File: src/rtl/hazard_ctrl.sv
// Stall, flush and operand-forwarding control for the 5-stage RV32I pipeline.
// Defining HAZARD_PERF_EN adds saturating stall/flush cycle counters (stall_cnt_o, flush_cnt_o).
module hazard_ctrl #(
    parameter int LOAD_LAT = 2
) (
    input  logic       clk_i,
    input  logic       reset_i,
    input  logic [4:0] id_rs1_addr_i,
    input  logic [4:0] id_rs2_addr_i,
    input  logic       id_is_rs2_i,
    input  logic [4:0] ex_rs1_addr_i,
    input  logic [4:0] ex_rs2_addr_i,
    input  logic [4:0] ex_rd_addr_i,
    input  logic       ex_rd_wren_i,
    input  logic       ex_is_load_i,
    input  logic       ex_br_taken_i,
    input  logic [4:0] mem_rd_addr_i,
    input  logic       mem_rd_wren_i,
    input  logic [4:0] wb_rd_addr_i,
    input  logic       wb_rd_wren_i,
    input  logic       mem_req_i,
    input  logic       mem_ready_i,
    output logic       pc_en_o,
    output logic       id_en_o,
    output logic       ex_en_o,
    output logic       mem_en_o,
    output logic       id_flush_o,
    output logic       ex_flush_o,
    output logic [1:0] fwd_a_sel_o,
    output logic [1:0] fwd_b_sel_o
`ifdef HAZARD_PERF_EN
    ,
    output logic [31:0] stall_cnt_o,
    output logic [31:0] flush_cnt_o
`endif
);

    typedef enum logic [1:0] {
        RUN      = 2'd0,
        LD_STALL = 2'd1,
        MEM_WAIT = 2'd2
    } state_t;

    // The detection cycle already stalls combinationally, so LD_STALL covers the rest.
    localparam logic [1:0] LD_REMAIN = 2'(LOAD_LAT - 1);

    state_t     r_state;
    logic [1:0] r_cnt;
    logic       r_ret;

    logic       w_load_use;
    logic       w_mem_block;

    function automatic logic [1:0] fwd_sel(
        input logic [4:0] rs,
        input logic [4:0] mem_rd,
        input logic       mem_we,
        input logic [4:0] wb_rd,
        input logic       wb_we
    );
        if (mem_we && (mem_rd != 5'd0) && (mem_rd == rs))
            return 2'b01;
        if (wb_we && (wb_rd != 5'd0) && (wb_rd == rs))
            return 2'b10;
        return 2'b00;
    endfunction

    assign w_load_use = ex_is_load_i && ex_rd_wren_i && (ex_rd_addr_i != 5'd0) &&
                        ((ex_rd_addr_i == id_rs1_addr_i) ||
                         (id_is_rs2_i && (ex_rd_addr_i == id_rs2_addr_i)));
    assign w_mem_block = mem_req_i && !mem_ready_i;

    always_ff @(posedge clk_i or posedge reset_i) begin
        if (reset_i) begin
            r_state <= RUN;
            r_cnt   <= 2'd0;
            r_ret   <= 1'b0;
        end else begin
            case (r_state)
                RUN: begin
                    if (w_mem_block) begin
                        r_state <= MEM_WAIT;
                        r_ret   <= 1'b0;
                    end else if (!ex_br_taken_i && w_load_use && (LD_REMAIN != 2'd0)) begin
                        r_state <= LD_STALL;
                        r_cnt   <= LD_REMAIN;
                    end
                end
                LD_STALL: begin
                    // A memory wait freezes the bubble count until the access completes.
                    if (w_mem_block) begin
                        r_state <= MEM_WAIT;
                        r_ret   <= 1'b1;
                    end else begin
                        r_cnt <= r_cnt - 2'd1;
                        if (r_cnt <= 2'd1)
                            r_state <= RUN;
                    end
                end
                MEM_WAIT: begin
                    if (mem_ready_i)
                        r_state <= r_ret ? LD_STALL : RUN;
                end
                default: r_state <= RUN;
            endcase
        end
    end

    always_comb begin
        pc_en_o     = 1'b1;
        id_en_o     = 1'b1;
        ex_en_o     = 1'b1;
        mem_en_o    = 1'b1;
        id_flush_o  = 1'b0;
        ex_flush_o  = 1'b0;
        fwd_a_sel_o = fwd_sel(ex_rs1_addr_i, mem_rd_addr_i, mem_rd_wren_i,
                              wb_rd_addr_i, wb_rd_wren_i);
        fwd_b_sel_o = fwd_sel(ex_rs2_addr_i, mem_rd_addr_i, mem_rd_wren_i,
                              wb_rd_addr_i, wb_rd_wren_i);
        if (reset_i) begin
            pc_en_o     = 1'b0;
            id_en_o     = 1'b0;
            ex_en_o     = 1'b0;
            mem_en_o    = 1'b0;
            id_flush_o  = 1'b1;
            ex_flush_o  = 1'b1;
            fwd_a_sel_o = 2'b00;
            fwd_b_sel_o = 2'b00;
        end else begin
            case (r_state)
                RUN: begin
                    if (ex_br_taken_i) begin
                        id_flush_o = 1'b1;
                        ex_flush_o = 1'b1;
                    end else if (w_load_use) begin
                        pc_en_o    = 1'b0;
                        id_en_o    = 1'b0;
                        ex_flush_o = 1'b1;
                    end
                end
                LD_STALL: begin
                    pc_en_o    = 1'b0;
                    id_en_o    = 1'b0;
                    ex_flush_o = 1'b1;
                end
                MEM_WAIT: begin
                    pc_en_o  = 1'b0;
                    id_en_o  = 1'b0;
                    ex_en_o  = 1'b0;
                    mem_en_o = 1'b0;
                end
                default: begin
                    pc_en_o = 1'b1;
                end
            endcase
        end
    end

`ifdef HAZARD_PERF_EN
    logic [31:0] r_stall_cnt;
    logic [31:0] r_flush_cnt;
    logic        w_flush_evt;

    function automatic logic [31:0] sat_inc(input logic [31:0] v);
        return (v == 32'hFFFF_FFFF) ? v : v + 32'd1;
    endfunction

    assign w_flush_evt = (r_state == RUN) && ex_br_taken_i;

    always_ff @(posedge clk_i or posedge reset_i) begin
        if (reset_i) begin
            r_stall_cnt <= 32'd0;
            r_flush_cnt <= 32'd0;
        end else begin
            if (!pc_en_o)
                r_stall_cnt <= sat_inc(r_stall_cnt);
            if (w_flush_evt)
                r_flush_cnt <= sat_inc(r_flush_cnt);
        end
    end

    assign stall_cnt_o = r_stall_cnt;
    assign flush_cnt_o = r_flush_cnt;
`endif

endmodule

File: config.mk
export PLATFORM = sky130hd
export DESIGN_NAME = hazard_ctrl
export DESIGN_NICKNAME = d
export VERILOG_FILES = /design/src/rtl/hazard_ctrl.sv
export SDC_FILE = /design/constraint.sdc
export NUM_CORES = 1
export LEC_CHECK = 0
export BUFFER_PORTS_ARGS = -buffer_cell sky130_fd_sc_hd__buf_2
export CORE_MARGIN = 3
export CORE_UTILIZATION = 37
export DETAILED_ROUTE_END_ITERATION = 16
export GPL_TIMING_DRIVEN = 0
export PLACE_DENSITY = 0.75
export SYNTH_ARGS = -nofsm -noshare
export SYNTH_HDL_FRONTEND = slang
export SYNTH_SLANG_ARGS = --single-unit
File: constraint.sdc
create_clock -name clk_i -period 1.7 [get_ports clk_i]
set_input_delay 0.17 -clock clk_i [delete_from_list [all_inputs] [get_ports clk_i]]
set_output_delay 0.17 -clock clk_i [all_outputs]
set_load 0.005 [all_outputs]
==> results of run 1 <==
routing by layer:
layer	up-vias	wire, µm
met3	6	203
met1	503	1010
li1	527	-
met2	51	1580
met4	0	61
met5	-	0
Yosys cell counts:
| cell type | count | area [µm²] |
|---|---|---|
| or2_2 | 2 | 12.5 |
| inv_1 | 6 | 22.5 |
| ha_1 | 5 | 62.6 |
| o31ai_1 | 3 | 22.5 |
| or3_1 | 1 | 6.26 |
| xor2_1 | 19 | 166 |
| nor2_1 | 6 | 22.5 |
| a32oi_1 | 2 | 17.5 |
| o21ai_0 | 5 | 25.0 |
| or4_1 | 6 | 45.0 |
| o211ai_1 | 2 | 15.0 |
| xnor2_1 | 11 | 96.3 |
| nand3_1 | 3 | 15.0 |
| dfrtp_1 | 5 | 125 |
| a21oi_1 | 2 | 10.0 |
| o41ai_1 | 1 | 8.76 |
| nor3_1 | 3 | 15.0 |
| o221ai_1 | 1 | 8.76 |
| a31oi_1 | 2 | 12.5 |
| a32o_1 | 1 | 10.0 |
| buf_4 | 2 | 15.0 |
| nor4_1 | 4 | 25.0 |
| o31a_2 | 1 | 10.0 |
| a2111oi_0 | 1 | 8.76 |
| and2b_1 | 1 | 7.51 |
| nand2_1 | 5 | 18.8 |
| nor4_2 | 1 | 12.5 |
| nand2b_1 | 2 | 12.5 |
how the worst max path moves through the flow:
stage / startpoint / end / slack [ns] / depth (start not counted)
after global routing: ex_rd_addr_i[2] / pc_en_o / -0.20 / 8
after CTS: ex_rd_addr_i[4] / pc_en_o / -0.09 / 8
after floorplan: ex_rd_addr_i[1] / pc_en_o / 0.002 / 6
after global placement: ex_rd_addr_i[1] / pc_en_o / -0.29 / 8
after detailed placement: ex_rd_addr_i[1] / pc_en_o / -0.30 / 8
final: ex_rd_addr_i[2] / pc_en_o / -0.13 / 8
worst max-delay path, delay by kind of cell:
family,cells,cell delay [ns]
compound gates,3,0.49
buf+inv,3,0.31
simple gates,2,0.69
what timing repair did:
item | 4_1_cts | 5_1_grt
cloned | 0 | 0
pin swaps | 9 | 14
gates resized for setup | 23 | 13
setup buffers | 11 | 4
endpoints found under the hold margin | 5 | 0
hold buffers | 1 | 0
endpoints found under the setup margin | 8 | 10
metrics by stage:
| step | util, % | TNS (ns) | total power (µW) | hold WS [ns] | setup WS, ns |
|---|---|---|---|---|---|
| 2_1_floorplan | - | 0 | 508 | -0.0351 | 0.00192 |
| 3_3_place_gp | 56.2 | -1.32 | 672 | 0.153 | -0.294 |
| 3_5_place_dp | 56.2 | -1.46 | 695 | 0.158 | -0.297 |
| 4_1_cts | 67.1 | -0.118 | 1020 | 0.259 | -0.0944 |
| 5_1_grt | 71.8 | -0.542 | 1200 | 0.291 | -0.198 |
| 6_report | 71.8 | -0.204 | 1100 | 0.272 | -0.134 |
registers in the layout (all words and copies together) (netlist names):
name     flops
r_ret        1
r_state      2
r_cnt        2
power by group:
part / switching [µW] / leakage [µW] / internal [µW]
combinational: 375 / 0.000592 / 388
sequential: 28.4 / 0.0000636 / 160
clock: 66.1 / 0.0000177 / 86.1
total: 470 / 0.000673 / 635
final cells by class:
type                    instances  area, µm²  share of cell area [%]
multi-input cells              90        808                    55.2
repair buffers                 70        429                    29.3
flip-flops and latches          5        125                    8.54
well taps                      27       33.8                    2.31
inverters                       6       26.3                    1.79
clock buffers                   3       22.5                    1.54
plain buffers                   2       15.0                    1.02
clock inverters                 1       5.00                   0.342
cells by family after synthesis:
group,synth area share (%)
AOI/OAI and AO/OA,17.9
xor gates and xnor gates,31.7
adders and majority gates,7.54
buffers and inverters,4.52
DFF,15.1
and+or+nand+nor,23.2
==> results summary, run 1 <==
Subtracting the final worst setup slack from the clock period gives 1.83 ns. The core footprint is 2040 µm². The ratio of routed vias to standard cells came out at 5.33. The net count of the finished layout came out at 228. The summed instance area of the synthesized netlist is 830 µm². For this run, design rule violations remaining after detail routing come to 0. The delay of the slowest cell on the worst path came out at 0.51 ns. The endpoint required time on the critical path is 1.53 ns. The reg-to-reg critical path startpoint is r_state[0]$_DFFE_PP0P_.

The synthesis warning total is 0. The register-to-register path setup slack came out at 0.01 ns. The capture point of the worst reg-to-reg path is r_cnt[1]$_DFFE_PP0P_.

After the first detailed-routing iteration, the DRC count stood at 21. The clock buffer count from CTS is 3. The achievable frequency came out at 545 MHz.

The global-route wire length before repair came out at 4190 µm. The number of antenna repair diodes is 0. The initial antenna violation count came out at 0. The clock tree from TritonCTS is yes. The net count after synthesis came out at 153. Setup repair after global routing could not meet its margin everywhere. The type of destination of the critical path is an output port.

After global routing, the most crowded layer is met2. In this run the number of H-tree levels came out at 1. The library cell used most frequently in the layout, excluding fill and tap cells, is buf_2. The number of distinct library cell variants in the gate-level netlist after synthesis is 28. The I/O pin count came out at 55. For hold timing, the worst endpoint is r_cnt[0]$_DFFE_PP0P_. On the critical path, the stage with the largest delay is an instance of or4_4. Along the worst hold path, the cell count comes to 3.

The growth of design area from synthesis to finish is 76.6%. The routability-driven placement congestion ratio is 0.846. In the global route stage, met3 resource usage came out at 3.38%. The number of detailed-routing iterations run before antenna repair came out at 4. The final standard cell count with taps included and fillers excluded came out at 204. The tree is rooted in a clkbuf_4. The static leakage is 0.000673 µW. The total non-filler cell area in the finished layout is 1470 µm². The library cells used most frequently in the layout, excluding fill and tap cells, are buf_2 (50), xor2_1 (19), buf_4 (15).

Global routing consumed, on the met1 layer, 20.8% of the routing resources. The fill cell total of the finished layout is 168. The post-detailed-placement half-perimeter wirelength came out at 2000 µm. The ratio of total power to cell area is 754 nW/µm². The clock reaches the later pin of the worst-skew pair after 0.26 ns. Synthesis produced a netlist whose cell count is 103. The checks that failed: setup timing.

The overall die area is 2850 µm². The worst-case vdd ir drop is 0.000401 V. The worst setup margin came out at -0.134 ns.

The remaining number of nets flagged by the antenna check after routing is 0. The maximum number of pins on one net before global-route repair came out at 8. The number of global-route vias before repair is 1009. The worst max-slew margin expressed relative to the limit is 71.8%. The proportion of synthesized chip area in sequential cells is 15.1%.

The vertical die dimension is 53.4 µm. The synthesized design contains 5 register bits. Including well taps, the total number of placed cells is 184.

Wires add up to 2850 µm. The worst hold path begins at ex_br_taken_i. The initial standard-cell utilization of the core came out at 40.6%. The synthesized area per cell came out at 8.05 µm². The width of the die is 53.4 µm.

The instance area after placement came out at 1150 µm². The clock arrives with 0.00135 ns of skew. The flow ran to the end, but the final reports show violations. After global routing the overflow that remains totals 0. The total number of clock tree sinks came out at 5.

At the pin with the least slew margin, the transition time is 0.422 ns. In this run the worst path has a maximum fanout of 3. The final count of hold timing violations was 0. Global routing consumed, on the met2 layer, 38.8% of the routing resources. The signal on the critical path passes through buf_8 -> or4_4 -> o211ai_1 -> or2_4 -> o21ai_4 -> a21oi_2 -> buf_4 -> buf_6. The logic depth of the worst register-to-register path is 5. The startpoint-to-endpoint class of the critical path is in -> out. The tightest min-delay check is of the in -> reg type. The number of I/O port buffers came out at 54.

The category of the worst setup path launch point is a primary input. The worst endpoint data arrival time is 1.66 ns. The routed layout has 1087 vias.

The site row count is 16. The share of cells above drive strength 1 is 55.4%. The final worst-path cycle share is 108%. Dividing the detail-routed wire length by the instance count gives 14.0 µm.

The overall routing resource usage is 20.1%. The clock edge transition at the registers on the reported setup and hold paths is 0.05 ns. The final-report setup violation count is 3.

The buffer levels on the longest clock path is 2. The max-slew violation count came out at 0. The max-capacitance violation count came out at 0.
Note: power is estimated with default switching activity, not from simulation.
==> run 2, diff against run 1 <==
--- a/config.mk
+++ b/config.mk
@@ -11,6 +11,7 @@
 export DETAILED_ROUTE_END_ITERATION = 16
 export GPL_TIMING_DRIVEN = 0
 export PLACE_DENSITY = 0.75
+export SKIP_CTS_REPAIR_TIMING = 1
 export SYNTH_ARGS = -nofsm -noshare
 export SYNTH_HDL_FRONTEND = slang
 export SYNTH_SLANG_ARGS = --single-unit
==> run 2 against run 1 <==
Compared with the run above:
- the flow still finishes with violations (setup timing)
- combinational power is 7.7% lower
- global-route usage shrank 3.0 points
- non-clock buffer count is 2 lower
- flip-flop and latch count did not move
- design area down 2.5%
- via count down 2.6%
- clock-buffer cell count did not move
- sequential power increased by 4%
- critical path type unchanged
- largest cell class unchanged
==> results summary, run 2 (synthesis results as in run 1) <==
TritonCTS built the clock tree. The type of the most critical hold path is in -> async. The overall routing resource usage came out at 17.1%. The number of antenna repair diodes came out at 0. The clock root buffer is clkbuf_4. The instance count after placement with tap cells included is 184. After layout, the minimum clock period comes to 1.83 ns. The level count of the clock H-tree came out at 1. Clock skew on the completed layout was measured at 0.00330 ns. The number of global-route vias before repair came out at 915. The max-slew violation count was 0. The area of combinational cells with multiple inputs came out at 791 µm². The final standard cell count with taps included and fillers excluded is 202. The final reports fail on setup timing.

The global-route wire length before repair came out at 3630 µm. After detailed routing, the average wire length per cell comes to 13.7 µm. Leaving out fill and tap cells, the most frequent cells in the layout are buf_2 (49), xor2_1 (19), buf_4 (16). The final-report setup violation count is 3. The count of nets left with antenna violations once routing finished came out at 0.

The ratio of routed vias to standard cells came out at 5.24. Prior to clock tree synthesis, the placed netlist has a worst setup slack of -0.297 ns. In the final timing run, aggregate negative setup slack is -0.196 ns. After the last flow step, the layout net total stands at 226. The final worst-path cycle share is 108%. The I/O pin count came out at 55. Setup repair after global routing could not meet its margin everywhere. The share of cells above drive strength 1 is 54.9%. The floorplan has 16 rows. The width of the die came out at 53.4 µm. Of all nets on the critical path, the largest fanout is 3.

The endpoint required time on the critical path came out at 1.53 ns. The final count of hold timing violations came out at 0. The ratio of total power to cell area is 734 nW/µm². The via count came out at 1059. The worst setup margin is -0.133 ns.

The initial antenna violation count is 0. The critical path is of the in -> out type. The post-detailed-placement half-perimeter wirelength came out at 2000 µm.

The routability-driven placement congestion ratio came out at 0.846. Across the run, the number of max-cap violations was 0. The detailed router finished its first iteration with 4 violations. STA classifies the critical path startpoint as a primary input.

The growth of design area from synthesis to finish is 72.2%. The overall die area came out at 2850 µm². Leaving out fill and tap cells, the most frequent cell in the layout is buf_2.

Fill cells in the final layout number 180. The total number of clock tree sinks is 5. The overall overflow remaining after global route is 0.

Entering global routing, the biggest net connects 8 pins. The worst max-slew margin expressed relative to the limit came out at 74.7%. For the worst setup path, the data arrival time is 1.66 ns. STA classifies the critical path endpoint as an output port. The worst-case vdd ir drop is 0.000386 V. The achievable frequency is 545 MHz. The vertical die dimension came out at 53.4 µm. The number of detailed-routing iterations run before antenna repair is 4. The initial standard-cell utilization of the core came out at 40.6%.

The residual DRC count came out at 0. The analysis attributes to cell leakage a power of 0.000653 µW. Summed over all layers, the routed wires come to 2760 µm. The footprint of the flip-flops and latches is 126 µm². The clock edge transition at the registers on the reported setup and hold paths is 0.05 ns. The slew at the pin closest to its max-slew limit came out at 0.376 ns.

The buffer levels on the longest clock path came out at 2. The later-pin clock latency in the skew report came out at 0.26 ns. The number of I/O port buffers is 54. The core footprint is 2040 µm². The run finished, with violations left. The clock buffer count from CTS came out at 3.

The largest registers in the layout are r_cnt: 2 flops, r_state: 2 flops, r_ret: 1 flops.
==> run 2: cell count changes in the layout (fill, tap and decap cells not counted), sizes merged <==
cell,change
clkbuf,-1
buf,-1
==> run 2: per-stage QoR <==
stage,util [%],total power [µW],instance area [µm²],hold WS [ns]
floorplan,-,508,843,-0.0351
global route,70.0,1140,1430,0.0392
finish,70.0,1050,1430,0.0147
detailed placement,56.2,695,1150,0.158
global placement,56.2,672,1150,0.153
CTS,57.5,848,1170,-0.112
==> run 2: power breakdown <==
group          internal, µW  switching, µW  total, µW
logic                   352            352        704
clock network          86.0           63.3        149
registers               161           34.6        196
total                   599            449       1050
==> run 2: final timing paths <==
check	startpoint	end	slack, ns	depth (start not counted)
setup / recovery	ex_rd_addr_i[4]	pc_en_o	-0.13	8
hold / removal	reset_i	r_state[1]$_DFFE_PP0P_	0.01	4
setup reg to reg	r_state[0]$_DFFE_PP0P_	r_cnt[1]$_DFFE_PP0P_	0.01	5
hold reg to reg	r_cnt[0]$_DFFE_PP0P_	r_cnt[0]$_DFFE_PP0P_	0.54	1
max in group asynchronous	reset_i	r_state[0]$_DFFE_PP0P_	1.12	4
min in group clk_i	ex_br_taken_i	r_cnt[0]$_DFFE_PP0P_	0.27	3
==> run 2: cell type report <==
cell class / instances / area share (%)
plain buffers: 2 / 1.05
clock buffers: 3 / 1.58
clock inverters: 1 / 0.350
inverters: 6 / 1.84
multi-input cells: 90 / 55.3
flip-flops and latches: 5 / 8.84
well taps: 27 / 2.36
repair buffers: 68 / 28.6
==> run 2: worst max-delay path, cell delays in order <==
cell and delay (ns):
buf_8 0.10, or4_4 0.52, o211ai_1 0.26, or2_4 0.20, o21ai_4 0.07, a21oi_2 0.15
buf_4 0.12, buf_6 0.08
==> run 2: routing by layer <==
| metal | wire length, µm | global-route usage (%) | vias up |
|---|---|---|---|
| li1 | - | - | 521 |
| met3 | 193 | 2.82 | 4 |
| met4 | 42 | 7.23 | 0 |
| met5 | 0 | 0 | - |
| met1 | 1020 | 19.1 | 488 |
| met2 | 1510 | 31.0 | 46 |
